<file path="config.mk">
export PLATFORM = sky130hd
export DESIGN_NAME = bfm_img_stream_gen
export DESIGN_NICKNAME = d
export VERILOG_FILES = /design/src/rtl/bfm_img_stream_gen.sv
export SDC_FILE = /design/constraint.sdc
export NUM_CORES = 1
export LEC_CHECK = 0
export ABC_AREA = 0
export BUFFER_PORTS_ARGS = -buffer_cell sky130_fd_sc_hd__buf_2
export CORE_MARGIN = 2
export CORE_UTILIZATION = 39
export CTS_CLUSTER_DIAMETER = 120
export CTS_CLUSTER_SIZE = 30
export DETAILED_ROUTE_END_ITERATION = 6
export GPL_ROUTABILITY_DRIVEN = 0
export MAX_ROUTING_LAYER = met4
export SLEW_MARGIN = 20
export SYNTH_ARGS = -nofsm -noshare
export SYNTH_HDL_FRONTEND = slang
export SYNTH_SLANG_ARGS = --single-unit
</file>
<file path="constraint.sdc">
create_clock -name clk -period 7.3 [get_ports clk]
set_clock_uncertainty 0.05 [all_clocks]
set_input_delay 0.73 -clock clk [delete_from_list [all_inputs] [get_ports clk]]
set_output_delay 0.73 -clock clk [all_outputs]
set_load 0.005 [all_outputs]
</file>
<file path="src/rtl/bfm_img_stream_gen.sv">
// bfm_img_stream_gen: AXI4-Stream video frame generator (tuser = SOF, tlast = EOL).
// Optional beat jitter via BFM_IMG_GEN_JITTER_EN.
module bfm_img_stream_gen #(
   parameter int          DATA_W    = 16,
   parameter int          PPC       = 1,
   parameter int          CNT_W     = 16,
   parameter logic [15:0] LFSR_SEED = 16'hACE1
) (
   input  logic                   clk,
   input  logic                   rst,
   input  logic                   enable,
   input  logic [1:0]             mode,
   input  logic [CNT_W-1:0]       img_width,
   input  logic [CNT_W-1:0]       img_height,
   input  logic [CNT_W-1:0]       line_space,
   input  logic [CNT_W-1:0]       frame_space,
   input  logic                   m_axis_tready,
   output logic                   m_axis_tvalid,
   output logic [DATA_W*PPC-1:0]  m_axis_tdata,
   output logic                   m_axis_tuser,
   output logic                   m_axis_tlast,
   output logic [15:0]            frame_cnt,
   output logic                   busy
);
   typedef enum logic [1:0] {IDLE, ACTIVE, LINE_GAP, FRAME_GAP} state_t;
   state_t st_q, st_d;
   logic [CNT_W-1:0] w_q, w_d, h_q, h_d, ls_q, ls_d, fs_q, fs_d;
   logic [CNT_W-1:0] col_q, col_d, row_q, row_d, gap_q, gap_d, pc, pr;
   logic [1:0] mode_q, mode_d;
   logic [DATA_W-1:0] pix_q, pix_d;
   logic [15:0] fcnt_q, fcnt_d;
   logic [DATA_W*PPC-1:0] dat_q, dat_d;
   logic vld_q, vld_d, usr_q, usr_d, lst_q, lst_d, busy_q;
   logic fire, last_col, last_row, want, pres, jit;
   assign fire     = vld_q & m_axis_tready;
   assign last_col = col_q == w_q - 1'b1;
   assign last_row = row_q == h_q - 1'b1;
   // In ACTIVE: after an accept, present the next beat unless the line/frame ends into a gap.
   assign want     = fire ? !(last_col && (last_row || ls_q != '0)) : !vld_q;
`ifdef BFM_IMG_GEN_JITTER_EN
   logic [15:0] lfsr_q;
   logic skip_q, skip_d;
   assign jit    = lfsr_q[1:0] == 2'b00 && !skip_q;
   assign skip_d = st_q == ACTIVE && want && jit;
   always_ff @(posedge clk or posedge rst)
      if (rst) begin
         lfsr_q <= LFSR_SEED;
         skip_q <= 1'b0;
      end else begin
         lfsr_q <= {lfsr_q[14:0], lfsr_q[15] ^ lfsr_q[13] ^ lfsr_q[12] ^ lfsr_q[10]};
         skip_q <= skip_d;
      end
`else
   logic unused_seed;
   assign jit         = 1'b0;
   assign unused_seed = ^LFSR_SEED;
`endif
   always_comb begin
      st_d   = st_q;
      w_d    = w_q;
      h_d    = h_q;
      ls_d   = ls_q;
      fs_d   = fs_q;
      mode_d = mode_q;
      col_d  = col_q;
      row_d  = row_q;
      gap_d  = gap_q;
      pix_d  = pix_q;
      fcnt_d = fcnt_q;
      dat_d  = dat_q;
      vld_d  = vld_q;
      usr_d  = usr_q;
      lst_d  = lst_q;
      pc     = col_q;
      pr     = row_q;
      pres   = 1'b0;
      case (st_q)
         IDLE:
            if (enable && img_width != '0 && img_height != '0) begin
               st_d   = ACTIVE;
               w_d    = img_width;
               h_d    = img_height;
               ls_d   = line_space;
               fs_d   = frame_space;
               mode_d = mode;
               col_d  = '0;
               row_d  = '0;
               pix_d  = '0;
            end
         ACTIVE: begin
            if (fire) begin
               pc    = last_col ? '0 : col_q + 1'b1;
               pr    = last_col ? row_q + 1'b1 : row_q;
               col_d = pc;
               row_d = pr;
               vld_d = 1'b0;
               usr_d = 1'b0;
               lst_d = 1'b0;
            end
            if (fire && last_col && last_row) begin
               fcnt_d = fcnt_q + 1'b1;
               st_d   = fs_q == '0 ? IDLE : FRAME_GAP;
               gap_d  = fs_q - 1'b1;
            end else if (fire && last_col && ls_q != '0) begin
               st_d  = LINE_GAP;
               gap_d = ls_q - 1'b1;
            end
            pres = want && !jit;
         end
         LINE_GAP:
            if (gap_q == '0) begin
               st_d = ACTIVE;
               pres = 1'b1;
            end else gap_d = gap_q - 1'b1;
         FRAME_GAP:
            if (gap_q == '0) st_d = IDLE;
            else gap_d = gap_q - 1'b1;
      endcase
      if (pres) begin
         vld_d = 1'b1;
         usr_d = pr == '0 && pc == '0;
         lst_d = pc == w_q - 1'b1;
         pix_d = pix_q + DATA_W'(PPC);
         for (int k = 0; k < PPC; k++)
            dat_d[k*DATA_W +: DATA_W] = mode_q == 2'd0 ? pix_q + DATA_W'(k) :
                                        mode_q == 2'd1 ? DATA_W'(pc) * DATA_W'(PPC) + DATA_W'(k) :
                                        mode_q == 2'd2 ? DATA_W'(pr) : DATA_W'(fcnt_q);
      end
   end
   always_ff @(posedge clk or posedge rst)
      if (rst) begin
         st_q   <= IDLE;
         w_q    <= '0;
         h_q    <= '0;
         ls_q   <= '0;
         fs_q   <= '0;
         mode_q <= '0;
         col_q  <= '0;
         row_q  <= '0;
         gap_q  <= '0;
         pix_q  <= '0;
         fcnt_q <= '0;
         dat_q  <= '0;
         vld_q  <= 1'b0;
         usr_q  <= 1'b0;
         lst_q  <= 1'b0;
         busy_q <= 1'b0;
      end else begin
         st_q   <= st_d;
         w_q    <= w_d;
         h_q    <= h_d;
         ls_q   <= ls_d;
         fs_q   <= fs_d;
         mode_q <= mode_d;
         col_q  <= col_d;
         row_q  <= row_d;
         gap_q  <= gap_d;
         pix_q  <= pix_d;
         fcnt_q <= fcnt_d;
         dat_q  <= dat_d;
         vld_q  <= vld_d;
         usr_q  <= usr_d;
         lst_q  <= lst_d;
         busy_q <= st_d != IDLE;
      end
   assign m_axis_tvalid = vld_q;
   assign m_axis_tdata  = dat_q;
   assign m_axis_tuser  = usr_q;
   assign m_axis_tlast  = lst_q;
   assign frame_cnt     = fcnt_q;
   assign busy          = busy_q;
endmodule

</file>
# Word-level counts from Yosys, hierarchy flattened
# Index checks and enable logic that the tools add are counted.
# op_classes
bitwise_logic,1
mux,33
reduce_logical,33
n_eq_ne,11
add_sub_neg,9
# op_table
cell,count
16-bit 2-to-1 mux,15
16-bit one-hot mux with 2 select lines,3
"16-bit by 1-bit subtractor with 16-bit output, second input constant",5
"16-bit by 1-bit adder with 16-bit output, second input constant",4
16-bit zero test,4
16-bit == test,3
16-bit nonzero test,3
2-bit nonzero test,7
2-bit 2-to-1 mux,6
2-bit AND reduction,5
2-bit one-hot mux with 4 select lines,1
1-bit logical AND,7
1-bit 2-to-1 mux,7
"2-bit == test, second input constant",3
"2-bit by 1-bit == test with 1-bit output, second input constant",2
2-bit zero test,2
"2-bit != test, second input constant",2
"3-bit != test, second input constant",1
3-bit AND reduction,1
1-bit zero test,2
1-bit one-hot mux with 2 select lines,1
2-bit OR reduction,1
1-bit bitwise AND,1
1-bit logical OR,1
# word_totals
word_cells,103
output_inout_bits,36
ff_bits,168

# Longest topological paths before layout
# depth
depth_word,9
mapped_depth,19
depth_no_buf,14

# Worst setup path after synthesis
# Ideal clock, no wire load.
# synth_timing
kind,register to register
start,register w_q[0]
end,register gap_q[15]
path_buffers,1
required_time_ps,7163
path_stages_with_launch,16
slack_ps,2286
arrival_time_ps,4877
path_cell_list,dfrtp_1 -> inv_1 -> ha_1 -> buf_2 -> or4b_1 -> or4b_2 -> xor2_1 -> o211ai_1 -> nor4_4 -> a41o_1 -> a31oi_1 -> or4_4 -> or3_4 -> or4_4 -> mux2_4 -> a211oi_2
# synth_via
elab_chain_len,6
# synth_rtl
item,line_no,rtl
"start, declared",27,"logic [CNT_W-1:0] w_q, w_d, h_q, h_d, ls_q, ls_d, fs_q, fs_d;"
"start signal, assigned",150,w_q <= w_d;
16-bit by 1-bit subtractor with 16-bit output (*),36,assign last_col = col_q == w_q - 1'b1;
16-bit == test (*),36,
1-bit logical AND (*),"100, 104",
"1-bit logical AND, on equally long branches","100, 104",
3-bit != test (no line) / 16-bit 2-to-1 mux (equally long branches),--,
3-bit AND reduction (no line) / 16-bit one-hot mux with 2 select lines (equally long branches),--,
"end signal, assigned",157,gap_q <= gap_d;
"end, declared",28,"logic [CNT_W-1:0] col_q, col_d, row_q, row_d, gap_q, gap_d, pc, pr;"
# Mark *: on every way between the ends. The rest lies on a longest branch, timed or not.
# A chain may end at the register's enable or synchronous reset.

# Worst setup path after layout
# Ends and elaborated chain as after synthesis.

==> metrics.txt <==
clock buffer count from CTS 17; max_cap viols 0; Synth Flop Type dfrtp_1; via density per instance 5.74; DR DRC count 0; die area 30300 um^2; share of layout cells above drive strength 1 18.5%; buffers added on ports 105; Slew @ Worst Pin 1.00 ns; period utilization 78.0%; VDD IR max 153 uV; Worst path max stage delay 0.71 ns; global-route wire length before repair 53400 um; Synth Cell Area 11300 um^2; row count 62; Core Area 28600 um^2; Crit path max-delay family simple AND/OR/NAND/NOR gates; critical path launch point type register; Leakage 5.32 nW; CP max stage cell or4b_2; status completed; Period minus WS final 5.69 ns; CTS sink cnt 168; initial antenna violation count 0; sequential-to-total area share from yosys stat 37.3%; max_slew headroom 33.2%; routed wire length 32800 um; setup bufs post-CTS 0; Final Hold Vio Count 0; DR pass1 iterations 5; min-delay worst type in -> async; worst path bufs/invs 2; most frequent cells in the layout 168 x dfrtp_1, 165 x nand2_1, 125 x o21ai_0; critical path arrival 6.02 ns; Ys Warns 0; ranking of synthesized cells by area dfrtp_1 37%, mux2_2 6.9%, o21ai_0 5.5%; commonest non-fill, non-tap cell in the layout dfrtp_1; die height 174 um; area delta synth->final 12.0%; Post-Place Cells 1705; FMAX 0.176 GHz; hold buffer count at cts 0; Via Count 9979; worst setup path class reg -> reg; Synth Net Count 1378; fin area 12600 um^2; Root Buffer clkbuf_16; FF-to-FF setup slack 1.61 ns; max-slew violations 0; final setup fails 0; H-Tree Depth 4; Clk pin slew, worst setup/hold paths 0.09 ns; Resized cells post-CTS 0; Post-Synthesis Cells 1297; IO Pins 106; crit-path cells inv_1 -> ha_1 -> or4b_1 -> or4b_2 -> xor2_1 -> o211ai_1 -> nor4_4 -> buf_4 -> nand4_4 -> mux2_1 -> mux2i_1 -> nand4b_1 -> or4_4 -> mux2_4 -> a211oi_2; Post-synth EDFFs 0; Detailed Place HPWL 23900 um; Antenna diodes 0; Starting Density 39.4%; initial DRC count 822; clock buffer depth 2; asr flop ratio synth 100%; Syn Area/Cell 8.70 um^2; largest net degree at the start of global routing 110; Placed Area 12000 um^2; required time of the critical path 7.63 ns; crit end category register; WL/cell 18.9 um; global-route congestion overflow total 0; Nets 1422; CTS tree done; synth unique cells 82; final non-filler cell total 1738; DIE WIDTH 174 um; CP Max Fanout 24; most area-hungry cell type in the Yosys netlist dfrtp_1; Post-Route Setup TNS 0 ns; synthesized flop and latch total 168; RSZ-0062 raised after global routing false; vias in the first global route 9426; total power 4.18 mW; Skew-Pair Late Insertion Delay 0.46 ns; Power Density 331 nW/um^2; Final ANT Viol Nets 0; share of the synthesized area in the top cell type 37.3%; Total GRT Usage 22.7%
[report_power, final]
part           internal (mW)  switching [mW]  leakage [nW]
clock network          0.463           0.474         0.294
registers               1.20           0.364          2.15
logic                  0.726           0.957          2.88
[cell usage after synthesis (11+ instances only)]
cell type  instances
nor3_1            27
xor2_1            33
nor2b_1           12
nand3_1           45
nor2_1            84
a21oi_1           40
nand2_1          166
clkbuf_1          68
o31ai_1           18
and3_1            19
buf_1             11
and2_1            24
o21ai_0          125
a31oi_1           15
or3_1             11
a211oi_1          12
inv_1             35
nor4_1            30
xnor2_1           59
mux2_2            69
ha_1              11
nand4_1           31
dfrtp_1          168
[registers in the layout, summed over array words and instances, names as in the netlist]
signal         count
frame_cnt         16
busy               1
row_q             16
col_q             16
fs_q              16
m_axis_tlast       1
w_q               16
mode_q             2
h_q               16
m_axis_tuser       1
gap_q             16
st_q               2
pix_q             16
m_axis_tdata      16
m_axis_tvalid      1
ls_q              16
[area by class of cell]
cell class / instances / area (um^2)
fillers: 2826 / 16000
flip-flops and latches: 168 / 4200
clock inverters: 15 / 178
repair buffers: 119 / 651
inverters: 35 / 136
clock buffers: 17 / 425
multi-input cells: 1000 / 6560
well taps: 384 / 480
[kinds of logic after synthesis]
kind of cell	count (synthesis)	share of synthesized area (%)
adders and majority gates	11	1.22
buffers and inverters	129	4.77
AOI/OAI and AO/OA	297	16.7
xor gates and xnor gates	94	7.54
and+or+nand+nor	512	23.2
DFF	168	37.3
muxes	86	9.23
[routing by layer]
layer / global-route usage (%) / part of all wire (%)
met1: 32.2 / 48
met2: 34.1 / 45
met3: 2.97 / 5.1
met4: 6.23 / 1.8
met5: - / 0
[final timing paths]
check | from | end | cells past startpoint
worst max-delay path | w_q[0] | gap_q[15] | 15
worst min-delay path | rst | ls_q[12] | 2
worst max register to register | w_q[0] | gap_q[15] | 15
worst min register to register | m_axis_tdata[11] | m_axis_tdata[11] | 2
max in group asynchronous | rst | col_q[0] | 4
min in group clk | m_axis_tdata[11] | m_axis_tdata[11] | 2
[per-stage QoR]
step           setup slack, ns  hold WS (ns)  util, %
3_5_place_dp              1.67         0.411     41.9
5_1_grt                   1.27         0.270     44.1
3_3_place_gp              1.85         0.405     41.9
4_1_cts                   1.65         0.432     44.0
2_1_floorplan             1.97         0.419        -
6_report                  1.61         0.233     44.1
(Power assumes the default switching activity.)
